[src/rtl/core_exu_lsu_pkg.sv]
// Shared LSU definitions: RV32I load/store funct3 codes, FSM states and legality helpers.
// Pure declarations; no logic, no latency, no flow control.
package core_exu_lsu_pkg;

  localparam logic [2:0] F3_LB  = 3'b000;
  localparam logic [2:0] F3_LH  = 3'b001;
  localparam logic [2:0] F3_LW  = 3'b010;
  localparam logic [2:0] F3_LBU = 3'b100;
  localparam logic [2:0] F3_LHU = 3'b101;
  localparam logic [2:0] F3_SB  = 3'b000;
  localparam logic [2:0] F3_SH  = 3'b001;
  localparam logic [2:0] F3_SW  = 3'b010;

  // funct3[1:0] encodes the access width for both loads and stores
  localparam logic [1:0] SZ_BYTE = 2'b00;
  localparam logic [1:0] SZ_HALF = 2'b01;
  localparam logic [1:0] SZ_WORD = 2'b10;

  typedef enum logic [1:0] {
    ST_IDLE = 2'd0,
    ST_REQ  = 2'd1,
    ST_WAIT = 2'd2,
    ST_RESP = 2'd3
  } lsu_state_e;

  function automatic logic f3_legal(input logic is_store, input logic [2:0] f3);
    logic ok;
    case (f3)
      F3_LB, F3_LH, F3_LW: ok = 1'b1;
      F3_LBU, F3_LHU:      ok = !is_store;
      default:             ok = 1'b0;
    endcase
    return ok;
  endfunction

  function automatic logic f3_misaligned(input logic [2:0] f3, input logic [1:0] addr_lo);
    logic mis;
    case (f3[1:0])
      SZ_HALF: mis = addr_lo[0];
      SZ_WORD: mis = (addr_lo != 2'b00);
      default: mis = 1'b0;
    endcase
    return mis;
  endfunction

endpackage

[src/rtl/core_exu_lsu_fmt.sv]
// Store lane replication/strobes and load byte/halfword extract with sign/zero extension.
// Purely combinational, zero latency; no flow control.
module core_exu_lsu_fmt
  import core_exu_lsu_pkg::*;
(
  input  logic [2:0]  i_funct3,
  input  logic [1:0]  i_addr_lo,
  input  logic [31:0] i_wdata,
  input  logic [31:0] i_rdata,
  output logic [3:0]  o_wstrb,
  output logic [31:0] o_wdata,
  output logic [31:0] o_rdata
);

  logic [7:0]  w_byte;
  logic [15:0] w_half;

  assign w_byte = i_rdata[{i_addr_lo, 3'b000} +: 8];
  assign w_half = i_rdata[{i_addr_lo[1], 4'b0000} +: 16];

  always_comb begin
    o_wstrb = 4'b1111;
    o_wdata = i_wdata;
    case (i_funct3[1:0])
      SZ_BYTE: begin
        o_wstrb = 4'b0001 << i_addr_lo;
        o_wdata = {4{i_wdata[7:0]}};
      end
      SZ_HALF: begin
        o_wstrb = 4'b0011 << i_addr_lo;
        o_wdata = {2{i_wdata[15:0]}};
      end
      default: ;
    endcase
  end

  always_comb begin
    o_rdata = '0;
    case (i_funct3)
      F3_LB:   o_rdata = {{24{w_byte[7]}}, w_byte};
      F3_LH:   o_rdata = {{16{w_half[15]}}, w_half};
      F3_LW:   o_rdata = i_rdata;
      F3_LBU:  o_rdata = {24'd0, w_byte};
      F3_LHU:  o_rdata = {16'd0, w_half};
      default: o_rdata = '0;
    endcase
  end

endmodule

[src/rtl/core_exu_lsu.sv]
// EXU load/store unit: single-outstanding dmem request with timeout; done T+3 at zero-wait memory, T+1 on local fault.
// Accepts work only in IDLE; request fields hold steady until dmem_req_ready.
module core_exu_lsu
  import core_exu_lsu_pkg::*;
#(
  parameter int TIMEOUT = 255
) (
  input  logic        i_clk,
  input  logic        i_rst,
  input  logic        i_lsu_req_valid,
  output logic        o_lsu_req_ready,
  input  logic        i_lsu_is_store,
  input  logic [2:0]  i_lsu_funct3,
  input  logic [31:0] i_lsu_addr,
  input  logic [31:0] i_lsu_wdata,
  output logic        o_lsu_done,
  output logic [31:0] o_lsu_rdata,
  output logic        o_lsu_misalign,
  output logic        o_lsu_err,
  output logic        o_dmem_req_valid,
  input  logic        i_dmem_req_ready,
  output logic        o_dmem_we,
  output logic [31:0] o_dmem_addr,
  output logic [3:0]  o_dmem_wstrb,
  output logic [31:0] o_dmem_wdata,
  input  logic        i_dmem_rsp_valid,
  input  logic [31:0] i_dmem_rsp_rdata
);

  localparam int CW = $clog2(TIMEOUT + 1);

  lsu_state_e    r_state, w_next;
  logic [31:0]   r_addr, r_wdata, r_rdata;
  logic [2:0]    r_funct3;
  logic          r_is_store, r_misalign, r_err;
  logic [CW-1:0] r_cnt;

  logic          w_legal, w_misalign, w_timeout, w_in_req, w_in_resp;
  logic [3:0]    w_wstrb;
  logic [31:0]   w_wdata, w_rdata;

  assign w_legal    = f3_legal(i_lsu_is_store, i_lsu_funct3);
  assign w_misalign = f3_misaligned(i_lsu_funct3, i_lsu_addr[1:0]);
  // Last WAIT cycle: the counter would reach TIMEOUT on this edge
  assign w_timeout  = (r_cnt == CW'(TIMEOUT - 1));
  assign w_in_req   = (r_state == ST_REQ);
  assign w_in_resp  = (r_state == ST_RESP);

  core_exu_lsu_fmt u_fmt (
    .i_funct3  (r_funct3),
    .i_addr_lo (r_addr[1:0]),
    .i_wdata   (r_wdata),
    .i_rdata   (i_dmem_rsp_rdata),
    .o_wstrb   (w_wstrb),
    .o_wdata   (w_wdata),
    .o_rdata   (w_rdata)
  );

  always_comb begin
    w_next = r_state;
    case (r_state)
      ST_IDLE: if (i_lsu_req_valid) w_next = (!w_legal || w_misalign) ? ST_RESP : ST_REQ;
      ST_REQ:  if (i_dmem_req_ready) w_next = ST_WAIT;
      ST_WAIT: if (i_dmem_rsp_valid || w_timeout) w_next = ST_RESP;
      ST_RESP: w_next = ST_IDLE;
      default: w_next = ST_IDLE;
    endcase
  end

  always_ff @(posedge i_clk) begin
    if (i_rst) begin
      r_state    <= ST_IDLE;
      r_addr     <= '0;
      r_wdata    <= '0;
      r_funct3   <= '0;
      r_is_store <= 1'b0;
      r_rdata    <= '0;
      r_misalign <= 1'b0;
      r_err      <= 1'b0;
      r_cnt      <= '0;
    end else begin
      r_state <= w_next;
      case (r_state)
        ST_IDLE: if (i_lsu_req_valid) begin
          r_addr     <= i_lsu_addr;
          r_wdata    <= i_lsu_wdata;
          r_funct3   <= i_lsu_funct3;
          r_is_store <= i_lsu_is_store;
          r_rdata    <= '0;
          r_err      <= !w_legal;
          r_misalign <= w_legal && w_misalign;
        end
        ST_REQ: if (i_dmem_req_ready) r_cnt <= '0;
        ST_WAIT: begin
          r_cnt <= r_cnt + 1'b1;
          if (i_dmem_rsp_valid) r_rdata <= r_is_store ? '0 : w_rdata;
          else if (w_timeout) r_err <= 1'b1;
        end
        default: ;
      endcase
    end
  end

  assign o_lsu_req_ready  = (r_state == ST_IDLE);
  assign o_lsu_done       = w_in_resp;
  assign o_lsu_rdata      = w_in_resp ? r_rdata : '0;
  assign o_lsu_misalign   = w_in_resp && r_misalign;
  assign o_lsu_err        = w_in_resp && r_err;
  assign o_dmem_req_valid = w_in_req;
  assign o_dmem_we        = w_in_req && r_is_store;
  assign o_dmem_addr      = w_in_req ? {r_addr[31:2], 2'b00} : '0;
  assign o_dmem_wstrb     = (w_in_req && r_is_store) ? w_wstrb : 4'b0000;
  assign o_dmem_wdata     = (w_in_req && r_is_store) ? w_wdata : '0;

endmodule

[config.mk]
export PLATFORM = sky130hd
export DESIGN_NAME = core_exu_lsu
export DESIGN_NICKNAME = d
export VERILOG_FILES = /design/src/rtl/core_exu_lsu_pkg.sv /design/src/rtl/core_exu_lsu_fmt.sv /design/src/rtl/core_exu_lsu.sv
export SDC_FILE = /design/constraint.sdc
export NUM_CORES = 1
export LEC_CHECK = 0
export CORE_UTILIZATION = 46
export CTS_BUF_LIST = sky130_fd_sc_hd__clkbuf_8
export DETAILED_ROUTE_END_ITERATION = 8
export PLACE_DENSITY = 0.83
export SETUP_SLACK_MARGIN = 0.1
export SYNTH_ARGS = -nofsm -noshare
export SYNTH_HDL_FRONTEND = slang
export SYNTH_SLANG_ARGS = --single-unit
[constraint.sdc]
create_clock -name i_clk -period 1.8 [get_ports i_clk]
set_input_delay 0.27 -clock i_clk [delete_from_list [all_inputs] [get_ports i_clk]]
set_output_delay 0.27 -clock i_clk [all_outputs]
set_load 0.01 [all_outputs]
==> flow_metrics.py <==
metrics = {
    "grt": {
        "grt.total_usage_pct": 30.7,
        "grt_pass1_wl_um": 31200,
        "grt_max_degree": 38,
        "first_global_vias": 6140,
        "grt_overflow": 0,
        "antenna_found_initial": 0,
    },
    "sta": {
        "fin_ws_ns": -0.139,
        "finalCritPeriodShare_pct": 108,
        "maxSlewViolCount": 0,
        "rsz0062_at_grt": "yes",
        "hold_violations": 0,
        "holdWs_ns": 0.169,
        "max-slew-margin-rel_pct": 58.9,
        "tightest_slew_ns": 0.611,
        "setup_violations": 93,
        "min_period_ns": 1.94,
        "finalClockSkew_ns": 0.0149,
        "fmax_mhz": 516,
    },
    "routing": {
        "antenna_left": 0,
        "via_per_inst": 5.83,
        "num_vias": 6862,
        "first_pass_iters": 6,
        "drtIter0Drc": 655,
        "wirelength_um": 24200,
        "drc": 0,
        "wl_per_cell_um": 20.5,
    },
    "clock_tree": {
        "clkSinkCount": 112,
        "clock_path_buffers": 2,
        "cts_tree": "yes",
        "htreeDepth": 3,
        "clock_latency_ns": 0.40,
        "cts_buffers": 9,
        "cts_hold_buffers": 0,
        "cts.root.buffer_cell": "clkbuf_8",
        "cts.clk_slew.worst_paths_ns": 0.11,
    },
    "yosys": {
        "yosys_warnings": 0,
        "synth_top_area_share_pct": 38.5,
        "synth_area_um2": 5820,
        "synth_top_area_cell": "dfxtp_1",
        "synthTopCellsByArea": "dfxtp_1, nand2_1, a21oi_1",
        "ys_seq_elements": 112,
        "syn_area_per_cell_um2": 7.65,
        "yosysUniqueCellTypes": 49,
        "async_reset_ff_share_pct": 0,
        "netlist_instances": 761,
        "yosys_most_used_dff": "dfxtp_1",
        "synth-edff-count": 0,
        "synth-seq-area-share_pct": 38.5,
    },
    "final_layout": {
        "n_antenna_cell": 0,
        "most-common-layout-cells": "nand2_1, buf_6, dfxtp_1",
        "syn_to_final_growth_pct": 73.9,
        "design_area_um2": 10100,
        "final_common_cell": "nand2_1",
        "drive_gt1_share_pct": 39.5,
        "nets": 1118,
    },
    "worst_setup_path": {
        "r2r_end": "r_cnt[0]",
        "crit_path_max_incr_delay_ns": 0.35,
        "required_ns": 1.53,
        "worst_setup_path_start_kind": "flip-flop",
        "setup.worst_path.start": "r_funct3[0]",
        "crit_path_frequent_cell": "nor2_1",
        "crit_slowest_cell": "dfxtp_2",
        "crit_end": "o_dmem_wdata[24]",
        "cp_top_family": "buffers and inverters",
        "reg2reg_from": "r_state[1]",
        "endpoint_kind": "output pin",
        "crit_chain": "buf_12 > buf_6 > mux2i_1 > nor2_1 > a21oi_1 > nor2_1 > buf_2",
        "crit_path_max_fanout": 6,
        "worst-path-buf-inv": 3,
        "ff2ff_setup_slack_ns": 0.01,
        "r2r_cells": 9,
        "arrival_ns": 1.67,
        "cp.depth": 7,
        "crit_type": "reg2out",
    },
    "floorplan": {
        "start_util_pct": 47.9,
        "die_w_um": 114,
        "core-area_um2": 12200,
        "die_h_um": 114,
        "die_area_um2": 13100,
        "row_count": 40,
        "io_pins": 211,
    },
    "placed_design": {
        "hpwl_um": 12800,
        "place_congestion": 0.861,
        "placed_area_um2": 8260,
        "dp_slack_ns": -0.242,
        "io_buffers": 208,
    },
    "pwr": {
        "power_frac_seq_pct": 30.4,
        "sw_frac_of_total_pct": 38.1,
        "p_total_mw": 10.4,
        "clkPwrFrac_pct": 18.4,
        "p_leak_nw": 4.16,
        "pwr-share-comb_pct": 51.2,
        "p_per_area_nw_per_um2": 1030,
        "switchingPower_mw": 3.97,
        "vdd_drop_max_mv": 0.658,
        "power.internal_mw": 6.44,
    },
    "run": {
        "cap_violations": 0,
    },
    "worst_hold_path": {
        "worst_hold_path_type": "in2reg",
    },
    "outcome": {
        "status": "finished with violations",
        "violations": "negative setup slack",
    },
}
==> timing repair <==
item,4_1_cts,5_1_grt
setup buffers,18,8
endpoints found under the hold margin,0,0
resized for setup,538,238
cloned,8,11
pin swaps,16,89
endpoints found under the setup margin,134,159
==> through the flow <==
step                setup TNS [ns]  cells  utilization (%)
floorplan                        0    762                -
global placement             -2.61   1118             67.9
detailed placement           -3.55   1118             67.9
CTS                          -2.42   1159             72.8
global route                 -8.05   1177             83.2
finish                       -3.71   1177             83.2
==> synthesized netlist by cell type, drive strengths merged, types with 3 or more instances <==
cell type,instances
xnor2,3
nor2,43
inv,15
a22oi,25
and2,66
a21oi,102
o221ai,5
nand2b,3
clkbuf,33
mux2,15
nand3,4
nor3,8
mux2i,27
buf,28
and3,10
a221oi,4
o21ai,23
dfxtp,112
nand2,190
nor2b,5
ha,9
nand4,5
a21o,8
==> registers in the layout, indices dropped and copies added (netlist names) <==
register	flops
r_rdata	32
r_addr	32
r_cnt	8
r_misalign	1
r_err	1
r_wdata	32
r_is_store	1
r_funct3	3
r_state	2
==> layout make-up <==
class	instances	area, µm²
fill	658	2040
timing repair buffer	292	3360
multi-input combinational	574	3980
clock buffer	10	138
inverter	15	58.8
clock inverter	6	115
tap	168	210
sequential	112	2250
==> worst min path at each step <==
stage / end / slack (ns) / start / cells past startpoint
4_1_cts: r_cnt[2] / 0.17 / i_rst / 2
6_report: r_cnt[2] / 0.17 / i_rst / 2
2_1_floorplan: r_addr[10] / 0.41 / i_lsu_addr[10] / 2
5_1_grt: r_cnt[2] / 0.16 / i_rst / 2
3_5_place_dp: r_rdata[11] / 0.43 / r_rdata[11] / 1
3_3_place_gp: r_rdata[13] / 0.43 / r_rdata[13] / 1
==> routing by layer <==
layer | track usage, % | vias to the layer above | share of wire (%)
met1 | 36.7 | 3252 | 37
li1 | - | 3051 | -
met3 | 7.46 | 105 | 8.8
met4 | 14.3 | 0 | 4.7
met5 | 0 | - | 0
met2 | 51.9 | 454 | 50
==> kinds of logic (layout without fill, tap and decap cells) <==
kind of cell	count (synthesis)	after routing	share of synthesized area, %
adder cells (fa/ha/maj)	9	9	1.93
AND/OR/NAND/NOR	341	341	26.9
AO/OA/AOI/OAI	174	174	17.6
XOR/XNOR	5	5	0.753
flip-flops	112	112	38.5
multiplexers	43	43	8.06
buffers and inverters	76	323	6.21
other	1	2	0.0644
==> power groups by stage <==
stage / logic, mW / registers, mW / clock network [mW]
finish: 5.32 / 3.17 / 1.91
detailed placement: 3.24 / 3.11 / 0
global route: 5.59 / 3.19 / 2.01
global placement: 3.20 / 3.10 / 0
CTS: 4.25 / 3.09 / 1.89
floorplan: 2.01 / 3.04 / 0
Power figures use the tool's default switching activity.
